===== config.mk =====
export PLATFORM = sky130hd
export DESIGN_NAME = instr_fetch_stage
export DESIGN_NICKNAME = d
export VERILOG_FILES = /design/src/rtl/fetch_defs.sv /design/src/rtl/next_pc_sel.sv /design/src/rtl/instr_fetch_stage.sv
export SDC_FILE = /design/constraint.sdc
export NUM_CORES = 1
export LEC_CHECK = 0
export ABC_CLOCK_PERIOD_IN_PS = 4100
export CAP_MARGIN = 15
export CORE_UTILIZATION = 39
export CTS_BUF_LIST = sky130_fd_sc_hd__clkbuf_8
export CTS_CLUSTER_DIAMETER = 80
export DETAILED_ROUTE_END_ITERATION = 8
export GPL_TIMING_DRIVEN = 0
export PLACE_DENSITY = 0.79
export SLEW_MARGIN = 20
export SYNTH_ARGS = -nofsm -noshare
export SYNTH_HDL_FRONTEND = slang
export SYNTH_SLANG_ARGS = --single-unit

===== constraint.sdc =====
create_clock -name clk -period 4.1 [get_ports clk]
set_input_delay 0.82 -clock clk [delete_from_list [all_inputs] [get_ports clk]]
set_output_delay 0.82 -clock clk [all_outputs]
set_load 0.05 [all_outputs]

===== src/rtl/fetch_defs.sv =====
// Definitions shared by the fetch stage and the decoder: PC mux select codes,
// fetch FSM state encoding and the NOP word.
package fetch_defs;

    localparam logic [3:0] PCSEL_SEQ = 4'b0000;
    localparam logic [3:0] PCSEL_BR  = 4'b0001;
    localparam logic [3:0] PCSEL_J   = 4'b0010;
    localparam logic [3:0] PCSEL_JR  = 4'b0011;

    localparam logic [31:0] NOP_INST         = 32'h0000_0000;
    localparam logic [31:0] RESET_PC_DEFAULT = 32'h0000_0000;
    localparam logic [31:0] WORD_MASK        = 32'hFFFF_FFFC;

    typedef enum logic [1:0] {
        S_FETCH = 2'd0,
        S_WAIT  = 2'd1,
        S_HOLD  = 2'd2
    } fetch_state_e;

    function automatic logic [31:0] pc_inc(input logic [31:0] pc);
        return pc + 32'd4;
    endfunction

endpackage


===== src/rtl/next_pc_sel.sv =====
// Redirect decode and target selection. Without a redirect next_pc_o is the
// sequential successor of pc_i.
module next_pc_sel
    import fetch_defs::*;
(
    input  logic [31:0] pc_i,
    input  logic [3:0]  if_pc_hi_i,
    input  logic [25:0] if_jidx_i,
    input  logic [3:0]  pc_mux_sel_i,
    input  logic        br_taken_i,
    input  logic        redir_en_i,
    input  logic [31:0] br_target_i,
    input  logic [31:0] jr_target_i,
    output logic        redirect_o,
    output logic [31:0] next_pc_o
);

    always_comb begin
        redirect_o = 1'b0;
        next_pc_o  = pc_inc(pc_i);
        if (redir_en_i) begin
            case (pc_mux_sel_i)
                PCSEL_SEQ: next_pc_o = pc_inc(pc_i);
                PCSEL_BR: begin
                    if (br_taken_i) begin
                        redirect_o = 1'b1;
                        next_pc_o  = br_target_i & WORD_MASK;
                    end
                end
                PCSEL_J: begin
                    redirect_o = 1'b1;
                    next_pc_o  = {if_pc_hi_i, if_jidx_i, 2'b00};
                end
                PCSEL_JR: begin
                    // Register value may be misaligned; the PC never is.
                    redirect_o = 1'b1;
                    next_pc_o  = jr_target_i & WORD_MASK;
                end
                default: next_pc_o = pc_inc(pc_i);
            endcase
        end
    end

endmodule


===== src/rtl/instr_fetch_stage.sv =====
// Instruction fetch stage: owns the PC, keeps exactly one imem read in flight
// and fills the IF/ID register consumed by the decoder.
module instr_fetch_stage
    import fetch_defs::fetch_state_e, fetch_defs::S_FETCH, fetch_defs::S_WAIT,
           fetch_defs::S_HOLD, fetch_defs::pc_inc;
#(
    parameter logic [31:0] RESET_PC = fetch_defs::RESET_PC_DEFAULT,
    parameter logic [31:0] NOP_INST = fetch_defs::NOP_INST
) (
    input  logic        clk,
    input  logic        rst,
    input  logic        stall,
    input  logic        redir_en,
    input  logic [3:0]  PC_MUX_SEL,
    input  logic        br_taken,
    input  logic [31:0] br_target,
    input  logic [31:0] jr_target,
    output logic        imem_req,
    output logic [31:0] imem_addr,
    input  logic        imem_rvalid,
    input  logic [31:0] imem_rdata,
    output logic [31:0] if_inst,
    output logic [31:0] if_pc_plus4,
    output logic        if_valid
);

    fetch_state_e state_q, state_d;
    logic [31:0]  pc_q, pc_d;
    logic         kill_q, kill_d;
    logic [31:0]  buf_q, buf_d;
    logic [31:0]  if_inst_q, if_inst_d;
    logic [31:0]  if_pc_plus4_q, if_pc_plus4_d;
    logic         if_valid_q, if_valid_d;

    logic         redirect;
    logic [31:0]  next_pc;

    next_pc_sel u_next_pc_sel (
        .pc_i         (pc_q),
        .if_pc_hi_i   (if_pc_plus4_q[31:28]),
        .if_jidx_i    (if_inst_q[25:0]),
        .pc_mux_sel_i (PC_MUX_SEL),
        .br_taken_i   (br_taken),
        .redir_en_i   (redir_en),
        .br_target_i  (br_target),
        .jr_target_i  (jr_target),
        .redirect_o   (redirect),
        .next_pc_o    (next_pc)
    );

    always_comb begin
        state_d       = state_q;
        pc_d          = pc_q;
        kill_d        = kill_q;
        buf_d         = buf_q;
        if_inst_d     = if_inst_q;
        if_pc_plus4_d = if_pc_plus4_q;
        if_valid_d    = if_valid_q;

        case (state_q)
            S_FETCH: begin
                state_d = S_WAIT;
                // The request just issued belongs to the wrong path.
                if (redirect) kill_d = 1'b1;
            end
            S_WAIT: begin
                if (imem_rvalid) begin
                    state_d = S_FETCH;
                    kill_d  = 1'b0;
                    if (!kill_q && !redirect) begin
                        if (stall) begin
                            buf_d   = imem_rdata;
                            state_d = S_HOLD;
                        end else begin
                            if_inst_d     = imem_rdata;
                            if_pc_plus4_d = pc_inc(pc_q);
                            if_valid_d    = 1'b1;
                            pc_d          = next_pc;
                        end
                    end
                end else if (redirect) begin
                    kill_d = 1'b1;
                end
            end
            S_HOLD: begin
                if (redirect) begin
                    state_d = S_FETCH;
                end else if (!stall) begin
                    if_inst_d     = buf_q;
                    if_pc_plus4_d = pc_inc(pc_q);
                    if_valid_d    = 1'b1;
                    pc_d          = next_pc;
                    state_d       = S_FETCH;
                end
            end
            default: state_d = S_FETCH;
        endcase

        // A redirect wins over stall and over any word arriving this cycle.
        if (redirect) begin
            pc_d       = next_pc;
            if_inst_d  = NOP_INST;
            if_valid_d = 1'b0;
        end
    end

    always_ff @(posedge clk) begin
        if (rst) begin
            state_q       <= S_FETCH;
            pc_q          <= RESET_PC;
            kill_q        <= 1'b0;
            buf_q         <= NOP_INST;
            if_inst_q     <= NOP_INST;
            if_pc_plus4_q <= '0;
            if_valid_q    <= 1'b0;
        end else begin
            state_q       <= state_d;
            pc_q          <= pc_d;
            kill_q        <= kill_d;
            buf_q         <= buf_d;
            if_inst_q     <= if_inst_d;
            if_pc_plus4_q <= if_pc_plus4_d;
            if_valid_q    <= if_valid_d;
        end
    end

    assign imem_req    = (state_q == S_FETCH) && !rst;
    assign imem_addr   = pc_q;
    assign if_inst     = if_inst_q;
    assign if_pc_plus4 = if_pc_plus4_q;
    assign if_valid    = if_valid_q;

endmodule

Word level (Yosys, flattened, before mapping)
Index checks and enable logic that the tools add are counted.

operators by class
  mux-type cells = 34
  equality and inequality tests = 13
  add/subtract/negate cells = 1
  reduce and logical (&&, ||, !) cells = 17

operators by type and width
  operator                 number
  $mux W32                 14
  $pmux W32 S2             3
  $pmux W32 S3             1
  $add A32 B3 Y32 const B  1
  $mux W2                  5
  $ne A2 B2 Y1 const B     5
  $ne A3 B3 Y1 const B     3
  $eq A4 B2 Y1 const B     2
  $reduce_and A4 Y1        2
  $mux W1                  7
  $pmux W1 S2              3
  $pmux W2 S3              1
  $reduce_and A3 Y1        2
  $reduce_and A5 Y1        1
  $eq A4 B1 Y1 const B     1
  $reduce_bool A2 Y1       2
  $reduce_or A2 Y1         2
  $logic_not A1 Y1         3
  $reduce_bool A3 Y1       1
  $eq A2 B1 Y1 const B     1
  $eq A2 B2 Y1 const B     1
  $logic_and A1 B1 Y1      2
  $logic_not A2 Y1         1
  $reduce_and A2 Y1        1

storage, ports and cells
  output and inout port bits = 98
  bits in registers = 132
  word-level logic and storage cells = 72

Longest topological paths before layout
  word-level depth = 10
  gate-level depth with buffers = 9
  gate-level depth less buffers = 7

Hierarchy
From an unflattened synthesis, not the netlist that was laid out.

second synthesis, totals
  cells, all modules = 843
  area total of the unflattened synthesis = 7264.5 um2

by module, submodules not included
  module             instances  cells each  area an instance (um2)
  instr_fetch_stage  1          620         5639.2
  next_pc_sel        1          223         1625.3

Least setup slack after synthesis
No wires, ideal clock.

  path type = input to output
  start = input rst
  end = output imem_req
  buffers on the path = 2
  arrival time = 1.842 ns
  cell stages on the path = 3
  slack = 1.438 ns
  data required time = 3.280 ns
  cell sequence = clkbuf_1 -> clkbuf_1 -> nor2b_1

between the ends
  longest elaborated chain between the ends = 2

RTL lines
  item                 line                      RTL
  start: declaration   instr_fetch_stage.sv:11   input logic rst,
  $logic_not A1 Y1     instr_fetch_stage.sv:127  assign imem_req = (state_q == S_FETCH) && !rst;
  $logic_and A1 B1 Y1  instr_fetch_stage.sv:127
  end: declaration     instr_fetch_stage.sv:18   output logic imem_req,

Every way passes these cells.

Worst setup path in the final report
Ends and elaborated chain as after synthesis.

==> metrics.txt <==
# TYPE chip_impl_metric gauge
chip_impl_metric{name="gr-total-overflow",unit=""} 0
chip_impl_metric{name="layout_min_cycle_time",unit="ns"} 3.16
chip_impl_info{name="timing.critical_path.slowest_stage_cell",value="clkdlybuf4s50_1"} 1
chip_impl_metric{name="number_of_flops_mapped_to_enable_cells_by_yosys",unit=""} 0
chip_impl_info{name="cts_tree",value="built"} 1
chip_impl_metric{name="clkSlewWorstSetupHoldPaths",unit="ns"} 0.06
chip_impl_info{name="status",value="finished, final reports clean"} 1
chip_impl_metric{name="cts.path.max_buffers",unit=""} 2
chip_impl_metric{name="drive_gt1_frac",unit=""} 0.0863
chip_impl_info{name="timing_worst_setup_path_type",value="primary input to output pin"} 1
chip_impl_info{name="worst_setup_path_end_kind",value="output pin"} 1
chip_impl_metric{name="synth_cells",unit=""} 793
chip_impl_metric{name="finalSetupTns",unit="ns"} 0
chip_impl_metric{name="number_of_vias_after_detailed_routing",unit=""} 6773
chip_impl_metric{name="share_seq_of_total_power",unit=""} 0.377
chip_impl_metric{name="cts-buffers-inserted",unit=""} 17
chip_impl_metric{name="filler_cell_count",unit=""} 1525
chip_impl_metric{name="yosysWarningCount",unit=""} 0
chip_impl_metric{name="clock-skew-final",unit="ns"} 0.0146
chip_impl_metric{name="power_leakage",unit="nW"} 3.24
chip_impl_metric{name="dieArea",unit="um^2"} 17500
chip_impl_metric{name="start_util",unit=""} 0.399
chip_impl_metric{name="power-per-cell-area",unit="nW/um^2"} 416
chip_impl_metric{name="chipHeight",unit="um"} 132
chip_impl_metric{name="clock_sink_count",unit=""} 128
chip_impl_metric{name="tightestPinTransition",unit="ns"} 0.720
chip_impl_metric{name="synth_seq_area_share",unit=""} 0.388
chip_impl_metric{name="areaGrowthSynthToFinish",unit="%"} 40.4
chip_impl_metric{name="die-width",unit="um"} 132
chip_impl_metric{name="worst_ir_drop_vdd",unit="mV"} 0.253
chip_impl_metric{name="gr-usage-all-layers",unit=""} 0.255
chip_impl_metric{name="ys_types",unit=""} 57
chip_impl_metric{name="required",unit="ns"} 3.28
chip_impl_info{name="startpoint_type",value="primary input"} 1
chip_impl_metric{name="worstPathMaxFanout",unit=""} 10
chip_impl_metric{name="io_buffer_count",unit=""} 192
chip_impl_metric{name="cts-hold-fix-buffers",unit=""} 0
chip_impl_metric{name="syn_area",unit="um^2"} 6610
chip_impl_metric{name="maximum_number_of_pins_on_one_net_before_global_route_repair",unit=""} 17
chip_impl_metric{name="slew_headroom",unit=""} 0.520
chip_impl_metric{name="finish.net_count",unit=""} 1117
chip_impl_metric{name="asyncSetResetFlopFracSynth",unit=""} 0
chip_impl_metric{name="vias_in_the_first_global_route",unit=""} 6326
chip_impl_metric{name="route.detailed.wl_per_inst",unit="um"} 17.9
chip_impl_metric{name="synth-seq-cells",unit=""} 128
chip_impl_metric{name="io-pin-count",unit=""} 204
chip_impl_metric{name="clkPwrFrac",unit=""} 0.327
chip_impl_metric{name="antenna_violations_before_repair",unit=""} 0
chip_impl_metric{name="detailed_route_wire_length",unit="um"} 22300
chip_impl_metric{name="stdcell_count",unit=""} 1241
chip_impl_info{name="unrepaired_setup_endpoints_after_global_routing",value="false"} 1
chip_impl_metric{name="detailedRoute.firstIterationViolations",unit=""} 494
chip_impl_metric{name="postRouteAntennaNets",unit=""} 0
chip_impl_metric{name="finalHoldViolations",unit=""} 0
chip_impl_metric{name="post_cts.repair.setup_buffers",unit=""} 0
chip_impl_metric{name="viasPerCell",unit=""} 5.46
chip_impl_info{name="ctsRootBufferMaster",value="clkbuf_8"} 1
chip_impl_metric{name="timing.hold.ws",unit="ns"} 0.454
chip_impl_metric{name="postLayoutCellArea",unit="um^2"} 9290
chip_impl_metric{name="critical_path.max_stage_delay",unit="ns"} 0.74
chip_impl_metric{name="post_synth.cell_area_avg",unit="um^2"} 8.34
chip_impl_metric{name="first_pass_grt_wire_length",unit="um"} 34600
chip_impl_metric{name="timing.final.max_slew_violations",unit=""} 0
chip_impl_info{name="timing.hold.worst.class",value="register to register"} 1
chip_impl_metric{name="dpl_cell_area",unit="um^2"} 8820
chip_impl_metric{name="rows",unit=""} 47
chip_impl_info{name="cp_most_frequent_cell",value="clkbuf_1"} 1
chip_impl_metric{name="firstDrtPassIters",unit=""} 6
chip_impl_metric{name="cts.repair.resized",unit=""} 0
chip_impl_metric{name="ctsHtreeMaxLevel",unit=""} 4
chip_impl_metric{name="placed_cells",unit=""} 1208
chip_impl_metric{name="power_report.internal_total",unit="mW"} 2.51
chip_impl_metric{name="gp_congestion",unit=""} 0.882
chip_impl_metric{name="cap_viol_max_count",unit=""} 0
chip_impl_metric{name="insertion_delay",unit="ns"} 0.46
chip_impl_info{name="yosys_most_used_dff",value="dfxtp_1"} 1
chip_impl_metric{name="dpl.hpwl",unit="um"} 17000
chip_impl_metric{name="netSwitchingPower",unit="mW"} 1.35
chip_impl_metric{name="layout_worst_path_cycle_share",unit=""} 0.771
chip_impl_metric{name="cp.arrival",unit="ns"} 2.34
chip_impl_metric{name="power_frac_comb",unit=""} 0.295
chip_impl_info{name="path_cells",value="clkbuf_1 -> clkbuf_1 -> nor2b_1 -> clkdlybuf4s50_1"} 1
chip_impl_metric{name="netSwitchingFraction",unit=""} 0.350
chip_impl_metric{name="setup_viol",unit=""} 0
chip_impl_metric{name="drcViolationCount",unit=""} 0
chip_impl_metric{name="clock.fmax",unit="MHz"} 317
chip_impl_metric{name="coreArea",unit="um^2"} 16600
## flip-flops by register name (all words and copies together), names as in the netlist
| name | cells |
|---|---|
| if_pc_plus4 | 30 |
| imem_addr | 30 |
| if_valid | 1 |
| kill_q | 1 |
| buf_q | 32 |
| state_q | 2 |
| if_inst | 32 |
## per-stage QoR
stage	utilization	setup WS [ns]	power, mW
after floorplan	-	1.44	2.18
after global placement	0.532	0.882	2.61
after detailed placement	0.532	0.883	2.62
after CTS	0.560	0.930	3.88
after global routing	0.560	0.837	4.03
final	0.560	0.941	3.86
## per-layer routing
| metal | track usage | vias up | part of all wire |
|---|---|---|---|
| met3 | 0.0723 | 56 | 0.081 |
| met5 | 0 | - | 0 |
| li1 | - | 3274 | - |
| met2 | 0.435 | 313 | 0.49 |
| met1 | 0.301 | 3130 | 0.40 |
| met4 | 0.103 | 0 | 0.029 |
## cell usage after synthesis, drive strengths merged, types with 9 or more instances
library cell / count / area share
nor3: 15 / 0.013
xnor2: 12 / 0.016
a21oi: 73 / 0.056
nor4: 11 / 0.015
nor2: 82 / 0.047
clkbuf: 39 / 0.022
o21ai: 29 / 0.022
xor2: 23 / 0.030
dfxtp: 128 / 0.39
buf: 36 / 0.028
nand2: 88 / 0.050
mux2i: 58 / 0.088
nand4: 19 / 0.020
mux2: 9 / 0.015
a211oi: 49 / 0.056
o2bb2ai: 13 / 0.017
nand3: 25 / 0.019
## power by group through the flow
stage | registers (mW) | logic (mW) | clock network [mW]
after floorplan | 1.80 | 0.376 | 0
after global placement | 1.48 | 1.12 | 0
after detailed placement | 1.48 | 1.14 | 0
after CTS | 1.46 | 1.14 | 1.28
after global routing | 1.47 | 1.21 | 1.35
final | 1.46 | 1.14 | 1.27
## final timing paths
kind / from / end / slack (ns) / cells after the start
worst max-delay path: rst / imem_req / 0.94 / 4
worst min-delay path: buf_q[2]$_SDFFE_PP0P_ / buf_q[2]$_SDFFE_PP0P_ / 0.45 / 2
worst max register to register: state_q[0]$_SDFFE_PP0P_ / imem_addr[26]$_SDFFE_PP0P_ / 1.60 / 9
worst min register to register: buf_q[2]$_SDFFE_PP0P_ / buf_q[2]$_SDFFE_PP0P_ / 0.45 / 2
## cell type report
class	instances	area (um^2)	share of cell area
Multi-Input combinational cell	586	3700	0.399
Sequential cell	128	2560	0.276
Timing Repair Buffer	192	1920	0.207
Buffer	75	334	0.0360
Tap cell	220	275	0.0296
Clock buffer	18	248	0.0267
Clock inverter	14	214	0.0230
Inverter	7	26.3	0.00283
Antenna cell	1	2.50	0.000270
## worst max-delay path, delay by kind of cell
kind	cells	cell delay [ns]
buffers and inverters	3	1.41
and+or+nand+nor	1	0.10
## cell families after synthesis
group                    after synthesis  share of synthesized area
AND/OR/NAND/NOR                      268                      0.195
AO/OA/AOI/OAI                        208                      0.205
flip-flops                           128                      0.388
buffers and inverters                 82                     0.0545
multiplexers                          67                      0.103
XOR/XNOR                              35                     0.0464
adder cells (fa/ha/maj)                4                    0.00757
other                                  1                   0.000567
## layout by cell type, fill, tap and decap left out, drive strengths merged, types with 3 or more instances in the layout
| cell type | count |
|---|---|
| clkinvlp | 3 |
| dfxtp | 128 |
| clkbuf | 57 |
| clkdlybuf4s50 | 192 |
| conb | 4 |
| and3 | 4 |
| o211a | 4 |
| a31oi | 5 |
| nand2 | 88 |
| a32oi | 8 |
| bufinv | 5 |
| a211oi | 49 |
| inv | 7 |
| xnor2 | 12 |
| or2 | 3 |
| o21a | 3 |
| and4 | 4 |
| xor2 | 23 |
| nor3 | 15 |
| o2bb2ai | 13 |
| buf | 36 |
| o22ai | 8 |
| mux2i | 58 |
| mux2 | 9 |
| a21o | 3 |
| nor4 | 11 |
| and2 | 5 |
| a21oi | 73 |
| nand3 | 25 |
| nor2b | 3 |
| a22oi | 4 |
| nand4 | 19 |
| nor2 | 82 |
| o21ai | 29 |
| clkinv | 6 |
| ha | 4 |
No activity file was read; power rests on OpenSTA's default activity.
